--- config.mk ---
export PLATFORM = sky130hd
export DESIGN_NAME = rom_read_arbiter
export DESIGN_NICKNAME = d
export VERILOG_FILES = /design/src/rtl/rom_read_arbiter.sv
export SDC_FILE = /design/constraint.sdc
export NUM_CORES = 1
export LEC_CHECK = 0
export ABC_CLOCK_PERIOD_IN_PS = 3000
export CORE_ASPECT_RATIO = 0.6
export CORE_MARGIN = 2
export CORE_UTILIZATION = 33
export DETAILED_ROUTE_END_ITERATION = 12
export PLACE_DENSITY = 0.84
export SYNTH_ARGS = -nofsm -noshare
export SYNTH_HDL_FRONTEND = slang
export SYNTH_SLANG_ARGS = --single-unit
--- constraint.sdc ---
create_clock -name clk_i -period 3 [get_ports clk_i]
set_clock_uncertainty 0.1 [all_clocks]
set_input_delay 0.9 -clock clk_i [delete_from_list [all_inputs] [get_ports clk_i]]
set_output_delay 0.9 -clock clk_i [all_outputs]
set_load 0.05 [all_outputs]
--- src/rtl/rom_read_arbiter.sv ---
// Round-robin arbiter that shares one block-ROM read port among NUM_REQ requesters.
// Each accepted read returns its ROM data to the same requester ROM_LAT cycles after the address changes.
module rom_read_arbiter #(
  parameter int unsigned NUM_REQ = 4,
  parameter int unsigned ADDR_W  = 17,
  parameter int unsigned DATA_W  = 12,
  parameter int unsigned ROM_LAT = 2
) (
  input  logic                      clk_i,
  input  logic                      rst_i,
  input  logic [NUM_REQ-1:0]        req_i,
  input  logic [NUM_REQ*ADDR_W-1:0] req_addr_i,
  input  logic                      flush_i,
  output logic [NUM_REQ-1:0]        gnt_o,
  output logic [ADDR_W-1:0]         rom_addr_o,
  input  logic [DATA_W-1:0]         rom_data_i,
  output logic [NUM_REQ-1:0]        rsp_valid_o,
  output logic [DATA_W-1:0]         rsp_data_o
);

  localparam int unsigned IDX_W = (NUM_REQ > 1) ? $clog2(NUM_REQ) : 1;

  logic [IDX_W-1:0]   ptr_q, ptr_d;
  logic [ADDR_W-1:0]  rom_addr_q, rom_addr_d;
  logic               rst_seen_q;
  logic [IDX_W-1:0]   win_idx;
  logic [IDX_W-1:0]   cand;
  logic               win_vld;
  logic               accept;
  logic [ADDR_W-1:0]  sel_addr;
  // One-hot owner tags; stage 0 is loaded on the accept edge, stage ROM_LAT lines up with rom_data
  logic [NUM_REQ-1:0] tag_q [ROM_LAT+1];

  // Round-robin search starting at ptr_q, wrapping modulo NUM_REQ
  always_comb begin
    win_idx = '0;
    win_vld = 1'b0;
    cand    = '0;
    for (int k = 0; k < NUM_REQ; k++) begin
      cand = IDX_W'((32'(ptr_q) + 32'(k)) % NUM_REQ);
      if (!win_vld && req_i[cand]) begin
        win_vld = 1'b1;
        win_idx = cand;
      end
    end
  end

  always_comb begin
    gnt_o = '0;
    if (win_vld && !rst_i && !flush_i && !rst_seen_q) begin
      gnt_o[win_idx] = 1'b1;
    end
  end

  assign accept   = |gnt_o;
  assign sel_addr = req_addr_i[32'(win_idx) * ADDR_W +: ADDR_W];

  always_comb begin
    ptr_d      = ptr_q;
    rom_addr_d = rom_addr_q;
    if (flush_i) begin
      ptr_d = '0;
    end else if (accept) begin
      ptr_d      = IDX_W'((32'(win_idx) + 32'd1) % NUM_REQ);
      rom_addr_d = sel_addr;
    end
  end

  always_ff @(posedge clk_i) begin
    if (rst_i) begin
      ptr_q      <= '0;
      rom_addr_q <= '0;
      rst_seen_q <= 1'b1;
      for (int s = 0; s <= ROM_LAT; s++) tag_q[s] <= '0;
    end else begin
      ptr_q      <= ptr_d;
      rom_addr_q <= rom_addr_d;
      rst_seen_q <= 1'b0;
      if (flush_i) begin
        for (int s = 0; s <= ROM_LAT; s++) tag_q[s] <= '0;
      end else begin
        tag_q[0] <= gnt_o;
        for (int s = 1; s <= ROM_LAT; s++) tag_q[s] <= tag_q[s-1];
      end
    end
  end

  assign rom_addr_o  = rom_addr_q;
  assign rsp_valid_o = tag_q[ROM_LAT];
  assign rsp_data_o  = (|tag_q[ROM_LAT]) ? rom_data_i : '0;

endmodule

# Word-level counts from Yosys, hierarchy flattened
# Memory sizes are Yosys's and may differ from the RTL's.
# Index checks and enable logic that the tools add are counted.
# totals
reg_bits,20
ram_bits,12
inputBits,87
word_cells,74
memories,1
# op_classes
addsub,4
mul,1
magnitude_cmp,6
n_shift,1
mux,34
n_bitwise,7
n_reduce_logical,17
# mem_list
name,depth,word_bits,rd,rd_ports_with_merged_regs,write_ports,line,text
tag_q,3,4,3,0,3,32,logic [NUM_REQ-1:0] tag_q [ROM_LAT+1];
# op_table
cell,count
68-bit by 8-bit variable part select with 17-bit output,1
4-bit two-way mux,7
1-bit two-way mux,17
"2-bit by 3-bit less-than comparator with 1-bit output, second input constant",5
12-bit two-way mux,1
1-bit binary-select mux with 2-bit select,4
2-bit two-way mux,4
4-bit OR reduction,2
1-bit logical AND,7
"2-bit by 5-bit multiplier with 7-bit output, second input constant",1
1-bit zero test,6
1-bit bitwise OR,6
"2-bit by 1-bit adder with 2-bit output, second input constant",2
"2-bit adder, second input constant",2
1-bit demux with 2-bit select,1
"2-bit by 1-bit greater-or-equal comparator with 1-bit output, second input constant",1
2-bit AND reduction,1
2-bit OR reduction,1
1-bit inverter,1

# Depth between registers and ports, before layout
# Gate-level depths: netlist of the first run.
# depth
depth_word,19
ltp_mapped,13
depth_no_buf,10

# Least setup slack after synthesis of the first run
# OpenSTA, ideal clock, no wires.
# synth_timing
path_kind,input port to output port
startpoint,in req_i[0]
endpoint,out gnt_o[1]
t_arrival_ns,2.241
path_slack_ns,-0.241
stages,8
path_cell_list,a21oi_1 -> o21ai_0 -> o2bb2a_1 -> buf_6 -> buf_6 -> inv_1 -> ha_1 -> and2_1
# synth_via
elab_chain_len,17
elab_cells_between_ends,31
# synth_lines
element,line,text
start: declaration,11,"input logic [NUM_REQ-1:0] req_i,"
1-bit binary-select mux with 2-bit select,41,if (!win_vld && req_i[cand]) begin
1-bit two-way mux (not written as such),41,
1-bit two-way mux,41,
1-bit zero test,41,
1-bit logical AND,41,
1-bit two-way mux,41,
1-bit zero test,41,
1-bit logical AND,41,
1-bit two-way mux,41,
1-bit zero test,41,
1-bit logical AND,41,
2-bit two-way mux,41,
2-bit by 3-bit less-than comparator with 1-bit output (not written as such) or 2-bit by 1-bit greater-or-equal comparator with 1-bit output (tied branches),51,gnt_o[win_idx] = 1'b1;
1-bit logical AND (not written as such),51,
1-bit two-way mux (not written as such),51,
1-bit demux with 2-bit select,51,
4-bit two-way mux *,50,if (win_vld && !rst_i && !flush_i && !rst_seen_q) begin
end: declaration,14,"output logic [NUM_REQ-1:0] gnt_o,"
# Mark *: on every way between the ends. The rest lies on a longest branch, timed or not. The select of a mux whose other input is x is not followed.

# Worst setup path in the final report of the first run
# layout_timing
startpoint,in req_i[2]
endpoint,out gnt_o[2]
# Same word-level chain as after synthesis.

==> flow_metrics.env, run 1 <==
export IMPL_avgViaCountPerCell=4.53
export IMPL_powerDensity_nw_per_um2=362
export IMPL_endpoint="gnt_o[2]"
export IMPL_initial_core_util_pct=34.6
export IMPL_root_buffer="clkbuf_8"
export IMPL_fin_ws_ns=-0.166
export IMPL_cp_startpoint="req_i[2]"
export IMPL_die_w_um=103
export IMPL_drt_iter0_drc=34
export IMPL_drt_pass1_iter_count=4
export IMPL_wl_per_cell_um=13.3
export IMPL_yosysTopAreaCellShare_pct=20.5
export IMPL_yosysMostFrequentCell="mux2i_1"
export IMPL_die_area_um2=6570
export IMPL_cts_hold_fix_buffers=0
export IMPL_clkTransAtPathRegs_ns=0.07
export IMPL_tightest_slew_ns=0.553
export IMPL_clock_power_share_pct=23.3
export IMPL_ff2ff_path_depth=10
export IMPL_post_dp_hpwl_mm=4.53
export IMPL_antenna_found_initial=0
export IMPL_violations="setup timing"
export IMPL_crit_path_end_kind="primary output"
export IMPL_synth_top_area_cell="dfxtp_1"
export IMPL_crit_type="primary input to primary output"
export IMPL_synth_seq_area_share_pct=39.0
export IMPL_total_power_w=0.00133
export IMPL_finalCritPeriodShare_pct=106
export IMPL_slew_limit_headroom_pct=63.1
export IMPL_worstSkewPairLatency_ns=0.27
export IMPL_die_h_um=63.6
export IMPL_num_io_pins=124
export IMPL_finalCriticalPeriod_ns=3.17
export IMPL_p_int_w=0.000901
export IMPL_seq_area_um2=761
export IMPL_seqPwrFrac_pct=37.2
export IMPL_drcViolationCount=0
export IMPL_cts_path_max_buffers=2
export IMPL_rsz0062_at_grt="true"
export IMPL_slew_viol_final=0
export IMPL_port_buffers=123
export IMPL_rows=21
export IMPL_gp_congestion=0.733
export IMPL_status="complete, but fails checks"
export IMPL_cts_tree="done"
export IMPL_p_leak_nw=1.42
export IMPL_drv_cap=0
export IMPL_drtAntennaViolNets=0
export IMPL_drive_gt1_share_pct=26.4
export IMPL_grt_max_degree=35
export IMPL_synthFlopType="dfxtp_1"
export IMPL_numClockSinks=32
export IMPL_synth_area_per_cell_um2=11.3
export IMPL_drt_total_wl_mm=5.43
export IMPL_cp_arrival_ns=2.17
export IMPL_path_max_fanout=4
export IMPL_crit_required_ns=2.00
export IMPL_p_comb_share_pct=39.5
export IMPL_hp_class="flip-flop to flip-flop"
export IMPL_synth_seq_cells=32
export IMPL_n_antenna_cell=0
export IMPL_cts_htree_levels=2
export IMPL_syn_area_um2=1950
export IMPL_synth_warnings=0
export IMPL_switchingPower_w=0.000425
export IMPL_grt_pass1_vias=1895
export IMPL_r2r_end="ptr_q[0]$_SDFFE_PN0P_"
export IMPL_track_usage_pct=16.9
export IMPL_setup_violations=4
export IMPL_grt_pass1_wl_mm=8.49
export IMPL_worst_setup_path_start_kind="primary input"
export IMPL_reg2reg_from="ptr_q[1]$_SDFFE_PN0P_"
export IMPL_synth_area_leaders="dfxtp_1, mux2i_1, edfxtp_1"
export IMPL_numCtsBuffers=5
export IMPL_dp_slack_ns=-0.681
export IMPL_async_flop_share_pct=0
export IMPL_num_fill_cells=457
export IMPL_num_vias=1852
export IMPL_core_um2=5650
export IMPL_synth_commonest_cells="mux2i_1, dfxtp_1, nand2_1"
export IMPL_syn_to_final_growth_pct=87.9
export IMPL_fmax_mhz=316
export IMPL_multi_input_area_um2=1220
export IMPL_vdd_drop_max_mv=0.172
export IMPL_reg2reg_slack_ns=0.25
export IMPL_holdWs_ns=0.366
export IMPL_hold_violations=0
export IMPL_synth_distinct_cells=31
export IMPL_synthCells=172
export IMPL_final_nets=419
export IMPL_grt_ovfl_total=0
export IMPL_synth_edf_count=12
export IMPL_p_sw_share_pct=32.0
## sequential cells by signal, indices dropped and copies added, names as in the netlist
| name | count |
|---|---|
| rom_addr_o | 17 |
| tag_q | 12 |
| ptr_q | 2 |
| rst_seen_q | 1 |
## repair_timing
action                                  4_1_cts  5_1_grt
pin swaps                                     4        4
setup buffers                                 5        1
gates resized for setup                      25        7
hold endpoints to repair                      0        0
endpoints found under the setup margin       23       23
## worst min path at each step
stage / start / endpoint / slack, ns / cells after the start
after floorplan: ptr_q[0]$_SDFFE_PN0P_ / ptr_q[0]$_SDFFE_PN0P_ / 0.39 / 2
after global placement: rom_addr_o[10]$_SDFFE_PP0P_ / rom_addr_o[10]$_SDFFE_PP0P_ / 0.34 / 2
after detailed placement: rom_addr_o[10]$_SDFFE_PP0P_ / rom_addr_o[10]$_SDFFE_PP0P_ / 0.35 / 2
after CTS: rom_addr_o[10]$_SDFFE_PP0P_ / rom_addr_o[10]$_SDFFE_PP0P_ / 0.37 / 2
after global routing: rom_addr_o[10]$_SDFFE_PP0P_ / rom_addr_o[10]$_SDFFE_PP0P_ / 0.39 / 2
final: rom_addr_o[15]$_SDFFE_PP0P_ / rom_addr_o[15]$_SDFFE_PP0P_ / 0.37 / 2
## cells by family after synthesis
group	after synthesis	share of synthesized area (%)
flip-flops	32	39.0
buffers and inverters	17	6.41
multiplexers	36	18.5
adder cells (fa/ha/maj)	4	2.56
AO/OA/AOI/OAI	25	15.5
other	1	0.192
AND/OR/NAND/NOR	57	17.9
## cell type report
cell class / instances / area share [%]
sequential: 32 / 20.7
inverter: 5 / 0.648
timing repair buffer: 150 / 40.3
clock inverter: 1 / 0.136
tap: 80 / 2.73
multi-input combinational: 134 / 33.4
clock buffer: 7 / 2.08
## through the flow
stage	cell area [µm²]	TNS [ns]	cells	utilization, %
floorplan	2060	-0.100	183	-
global placement	3460	-10.00	395	61.2
finish	3670	-0.626	409	64.9
global route	3670	-0.864	409	64.9
detailed placement	3460	-11.82	395	61.2
CTS	3630	-0.754	408	64.3
## cells in the final DEF, fill, tap and decap left out, types with 4 or more instances in the layout
| cell type | n |
|---|---|
| clkbuf_8 | 5 |
| buf_4 | 34 |
| mux2i_1 | 36 |
| clkdlybuf4s50_1 | 103 |
| conb_1 | 12 |
| and2_1 | 12 |
| nand2_1 | 17 |
| dfxtp_1 | 20 |
| and2_4 | 4 |
| buf_12 | 5 |
| buf_6 | 4 |
| nor2b_1 | 12 |
| o221ai_1 | 6 |
| edfxtp_1 | 12 |
| o221ai_2 | 11 |
## routing by layer
layer | track usage, % | up-vias | part of all wire (%)
li1 | - | 932 | -
met1 | 19.3 | 827 | 40
met2 | 28.2 | 82 | 48
met3 | 6.88 | 11 | 9.7
met4 | 5.92 | 0 | 2.0
met5 | 0 | - | 0
## worst max-delay path, cell delays in order
cell	delay, ns
buf_6	0.09
buf_6	0.11
nand2b_4	0.06
a21oi_4	0.05
a311oi_4	0.38
inv_2	0.12
ha_4	0.17
and2_4	0.13
buf_12	0.14
## power groups by stage
stage                     combinational (W)  clock [W]  sequential [W]
final                              0.000524   0.000308        0.000494
after global routing               0.000557   0.000345        0.000497
after CTS                          0.000521   0.000325        0.000494
after detailed placement           0.000505          0        0.000502
after global placement             0.000498          0        0.000500
after floorplan                    0.000230          0        0.000560
(Power assumes the default switching activity.)
==> run 2, diff against run 1 <==
- CORE_MARGIN: 2 -> unset
==> run 2 against run 1 <==
  * The run still ends with setup timing left
  * Sequential share of layout area is 0.22 points lower
  * Register-to-register slack got worse by 0.04 ns
  * Worst setup slack got worse by 0.0094 ns
  * Clock-buffer cell count fell by 1
  * Final cell count decreased by 0.24%
  * Clock power rose by 38%
  * Critical endpoint is now gnt_o[0]
  * Largest cell class unchanged
  * Highest routed layer unchanged
==> flow_metrics.env, run 2 (synthesis results as in run 1) <==
export IMPL_avgViaCountPerCell=4.65
export IMPL_status="complete, but fails checks"
export IMPL_final_area_um2=3710
export IMPL_n_antenna_cell=0
export IMPL_cts_hold_fix_buffers=0
export IMPL_core_um2=5650
export IMPL_cts_htree_levels=2
export IMPL_crit_required_ns=2.00
export IMPL_finalCriticalPeriod_ns=3.18
export IMPL_grt_use_met2_pct=28.9
export IMPL_min_delay_path_depth=2
export IMPL_reg2reg_slack_ns=0.21
export IMPL_r2r_end="rom_addr_o[14]$_SDFFE_PP0P_"
export IMPL_path_max_fanout=4
export IMPL_drv_cap=0
export IMPL_final_cell_mix="clkdlybuf4s50_1, mux2i_1, buf_4, dfxtp_1, nand2_1"
export IMPL_grt_use_met1_pct=18.1
export IMPL_slew_viol_final=0
export IMPL_busiest_layer="met2"
export IMPL_rsz0062_at_grt="true"
export IMPL_hold_violations=0
export IMPL_slew_limit_headroom_pct=64.5
export IMPL_ff2ff_path_depth=13
export IMPL_placed_cell_area_um2=3390
export IMPL_tightest_slew_ns=0.532
export IMPL_die_w_um=101
export IMPL_drt_pass1_iter_count=4
export IMPL_finalCritPeriodShare_pct=106
export IMPL_setup_violations=4
export IMPL_num_vias=1897
export IMPL_drtAntennaViolNets=0
export IMPL_grt_ovfl_total=0
export IMPL_drt_total_wl_mm=5.53
export IMPL_clkTransAtPathRegs_ns=0.07
export IMPL_p_leak_nw=1.43
export IMPL_use_met3_pct=6.47
export IMPL_cts_tree="done"
export IMPL_vdd_drop_max_mv=0.188
export IMPL_grt_max_degree=34
export IMPL_crit_path_end_kind="primary output"
export IMPL_fin_util_pct=65.6
export IMPL_die_h_um=61.6
export IMPL_fin_ws_ns=-0.175
export IMPL_syn_to_final_growth_pct=89.9
export IMPL_root_buffer="clkbuf_8"
export IMPL_final_nets=418
export IMPL_numCtsBuffers=5
export IMPL_numClockSinks=32
export IMPL_cts_path_max_buffers=2
export IMPL_worst_setup_path_start_kind="primary input"
export IMPL_violations="setup timing"
export IMPL_die_area_um2=6240
export IMPL_wl_per_cell_um=13.5
export IMPL_post_dp_hpwl_mm=4.27
export IMPL_powerDensity_nw_per_um2=393
export IMPL_track_usage_pct=16.3
export IMPL_min_to="rom_addr_o[4]$_SDFFE_PP0P_"
export IMPL_grt_pass1_vias=1684
export IMPL_gp_congestion=0.707
export IMPL_reg2reg_from="ptr_q[1]$_SDFFE_PN0P_"
export IMPL_drt_iter0_drc=29
export IMPL_cp_arrival_ns=2.18
export IMPL_hp_class="flip-flop to flip-flop"
export IMPL_port_buffers=123
export IMPL_fmax_mhz=315
export IMPL_grt_pass1_wl_mm=7.57
export IMPL_rows=21
export IMPL_num_io_pins=124
export IMPL_antenna_found_initial=0
export IMPL_drive_gt1_share_pct=28.7
export IMPL_initial_core_util_pct=34.6
export IMPL_layout_commonest_cell="clkdlybuf4s50_1"
export IMPL_num_fill_cells=429
export IMPL_holdWs_ns=0.364
export IMPL_largest_register_ffs=17
export IMPL_drcViolationCount=0
export IMPL_crit_type="primary input to primary output"
export IMPL_min_from="rom_addr_o[4]$_SDFFE_PP0P_"
export IMPL_worstSkewPairLatency_ns=0.28
-- run 2: critical path: stages --
cell and delay [ns]:
buf_8 0.10, buf_6 0.11, nand2b_4 0.07, a21oi_4 0.05
a311oi_4 0.37, inv_2 0.12, ha_4 0.18, and2_4 0.13
buf_6 0.15
-- run 2: layout make-up --
class	count	area, µm²	share of cell area (%)
multi-input combinational	134	1240	33.4
timing repair buffer	149	1470	39.6
inverter	5	23.8	0.641
clock inverter	2	33.8	0.912
clock buffer	6	82.6	2.23
sequential	32	761	20.5
tap	80	100	2.70
-- run 2: worst max-delay path by stage --
stage,end,start,cells past startpoint
6_report,gnt_o[0],req_i[2],9
5_1_grt,gnt_o[2],req_i[2],9
4_1_cts,gnt_o[2],req_i[2],8
3_5_place_dp,gnt_o[0],req_i[0],5
3_3_place_gp,gnt_o[0],req_i[1],5
2_1_floorplan,gnt_o[3],req_i[0],7
-- run 2: timing repair --
item                       CTS  global route
gates resized for setup     29            14
setup endpoints to repair   23            22
pin swaps                    4             9
buffers inserted             6             6
-- run 2: per-layer routing --
| layer | wire, µm | part of all wire, % |
|---|---|---|
| met4 | 108 | 2.0 |
| met2 | 2770 | 50 |
| met5 | 0 | 0 |
| met1 | 2190 | 40 |
| met3 | 452 | 8.2 |
-- run 2: power breakdown --
part           switching, W  internal, W  total (W)
Combinational      0.000268     0.000266   0.000534
Sequential        0.0000163     0.000478   0.000495
Clock              0.000159     0.000267   0.000426
-- run 2: stage by stage --
step / setup TNS (ns) / std cells / total power, W / worst slack [ns]
6_report: -0.667 / 408 / 0.00145 / -0.175
5_1_grt: -1.05 / 408 / 0.00152 / -0.223
4_1_cts: -0.735 / 402 / 0.00144 / -0.196
3_5_place_dp: -13.65 / 388 / 0.000998 / -0.781
3_3_place_gp: -11.87 / 388 / 0.000989 / -0.697
2_1_floorplan: -0.100 / 183 / 0.000790 / -0.0513
==> run 3, diff against run 2 <==
- PLACE_DENSITY: 0.84 -> 0.8
==> run 3 against run 2 <==
  * The flow still finishes with violations (setup timing)
  * Critical path type unchanged
  * Register-to-register slack improved by 0.09 ns
  * Clock-buffer cell count increased by 1
  * Flip-flop and latch count unchanged
  * Largest cell class unchanged
==> flow_metrics.env, run 3 (synthesis results as in run 1) <==
export IMPL_status="complete, but fails checks"
export IMPL_violations="setup timing"
export IMPL_finalCritPeriodShare_pct=103
export IMPL_dr_wl_met3_um=527
export IMPL_rows=21
export IMPL_worst_setup_path_start_kind="primary input"
export IMPL_holdWs_ns=0.363
export IMPL_cts_htree_levels=2
export IMPL_n_antenna_cell=0
export IMPL_fin_ws_ns=-0.0998
export IMPL_dr_wl_met2_mm=2.55
export IMPL_crit_type="primary input to primary output"
export IMPL_total_power_w=0.00133
export IMPL_powerDensity_nw_per_um2=370
export IMPL_r2r_end="rom_addr_o[6]$_SDFFE_PP0P_"
export IMPL_antenna_found_initial=0
export IMPL_cts_path_max_buffers=2
export IMPL_num_vias=1823
export IMPL_grt_max_degree=35
export IMPL_hold_violations=0
export IMPL_num_io_pins=124
export IMPL_rsz0062_at_grt="true"
export IMPL_ff2ff_path_depth=10
export IMPL_drv_cap=0
export IMPL_die_w_um=101
export IMPL_slew_limit_headroom_pct=62.6
export IMPL_placedCellCount=393
export IMPL_drt_iter0_drc=33
export IMPL_drive_gt1_share_pct=25.0
export IMPL_finalCriticalPeriod_ns=3.10
export IMPL_p_leak_nw=1.39
export IMPL_cts_tree="done"
export IMPL_numCtsBuffers=5
export IMPL_tns_ns=-0.320
export IMPL_track_usage_pct=16.6
export IMPL_setup_violations=4
export IMPL_post_dp_hpwl_mm=4.28
export IMPL_path_max_fanout=4
export IMPL_vdd_drop_max_mv=0.202
export IMPL_num_fill_cells=485
export IMPL_drt_met1_wl_mm=2.14
export IMPL_hp_class="flip-flop to flip-flop"
export IMPL_min_to="rom_addr_o[12]$_SDFFE_PP0P_"
export IMPL_syn_to_final_growth_pct=84.4
export IMPL_final_nets=414
export IMPL_port_buffers=123
export IMPL_grt_ovfl_total=0
export IMPL_top_layer_used="met4"
export IMPL_crit_required_ns=2.00
export IMPL_clkTransAtPathRegs_ns=0.06
export IMPL_reg2reg_from="ptr_q[1]$_SDFFE_PN0P_"
export IMPL_gp_congestion=0.722
export IMPL_avgViaCountPerCell=4.51
export IMPL_wl_per_cell_um=13.0
export IMPL_cp_arrival_ns=2.10
export IMPL_layout_commonest_cell="clkdlybuf4s50_1"
export IMPL_fin_cells=404
export IMPL_die_area_um2=6240
export IMPL_grt_pass1_wl_mm=7.72
export IMPL_die_h_um=61.6
export IMPL_drcViolationCount=0
export IMPL_largest_register_ffs=17
export IMPL_grt_pass1_vias=1764
export IMPL_drt_pass1_iter_count=4
export IMPL_worstSkewPairLatency_ns=0.27
export IMPL_drtAntennaViolNets=0
export IMPL_drt_total_wl_mm=5.24
export IMPL_cts_hold_fix_buffers=0
export IMPL_final_cell_mix="clkdlybuf4s50_1, mux2i_1, buf_4, dfxtp_1, nand2_1"
export IMPL_min_from="rom_addr_o[12]$_SDFFE_PP0P_"
export IMPL_crit_path_end_kind="primary output"
export IMPL_root_buffer="clkbuf_8"
export IMPL_fmax_mhz=323
export IMPL_slew_viol_final=0
export IMPL_tightest_slew_ns=0.560
export IMPL_reg2reg_slack_ns=0.30
export IMPL_initial_core_util_pct=34.6
export IMPL_numClockSinks=32
export IMPL_min_delay_path_depth=2
export IMPL_core_um2=5650
## run 3: how the worst max path moves through the flow
stage	from	endpoint	slack (ns)	cells past startpoint
floorplan	req_i[0]	gnt_o[3]	-0.05	7
global placement	req_i[0]	gnt_o[1]	-0.65	6
detailed placement	req_i[0]	gnt_o[0]	-0.69	6
CTS	req_i[2]	gnt_o[1]	-0.10	8
global route	req_i[0]	gnt_o[0]	-0.17	8
finish	req_i[0]	gnt_o[0]	-0.1	8
## run 3: layer usage
layer	track usage, %	vias up
met2	30.1	85
met4	4.35	0
li1	-	918
met5	0	-
met3	6.81	2
met1	18.5	818
## run 3: power breakdown
group	internal [W]	leakage [nW]	switching [W]	total, W
combinational	0.000251	1.06	0.000257	0.000508
sequential	0.000478	0.287	0.0000149	0.000493
clock	0.000184	0.0459	0.000148	0.000332
total	0.000913	1.39	0.000420	0.00133
## run 3: what timing repair did
| action | in CTS | in global routing |
|---|---|---|
| setup buffers | 2 | 1 |
| gates resized for setup | 32 | 0 |
| setup endpoints to repair | 23 | 6 |
| pin swaps | 7 | 3 |
## run 3: critical path, stage by stage
cell and delay (ns):
buf_8 0.10, mux2i_1 0.12, nor2_1 0.09, a311oi_4 0.29, inv_2 0.12, ha_4 0.18
and2_4 0.15, buf_6 0.14
## run 3: final cells by class
class,instances,area (µm²),share of cell area [%]
clock buffers,7,86.3,2.40
clock inverters,1,3.75,0.104
inverters,5,23.8,0.660
multi-input cells,134,1200,33.3
flip-flops and latches,32,761,21.1
well taps,80,100,2.78
repair buffers,145,1430,39.7
## run 3: stage by stage
stage                     area [µm²]  setup slack, ns  util, %
after global routing            3600           -0.174     63.7
after CTS                       3590           -0.102     63.6
after global placement          3440           -0.653     61.0
after floorplan                 2060          -0.0513        -
final                           3600          -0.0998     63.7
after detailed placement        3440           -0.691     61.0
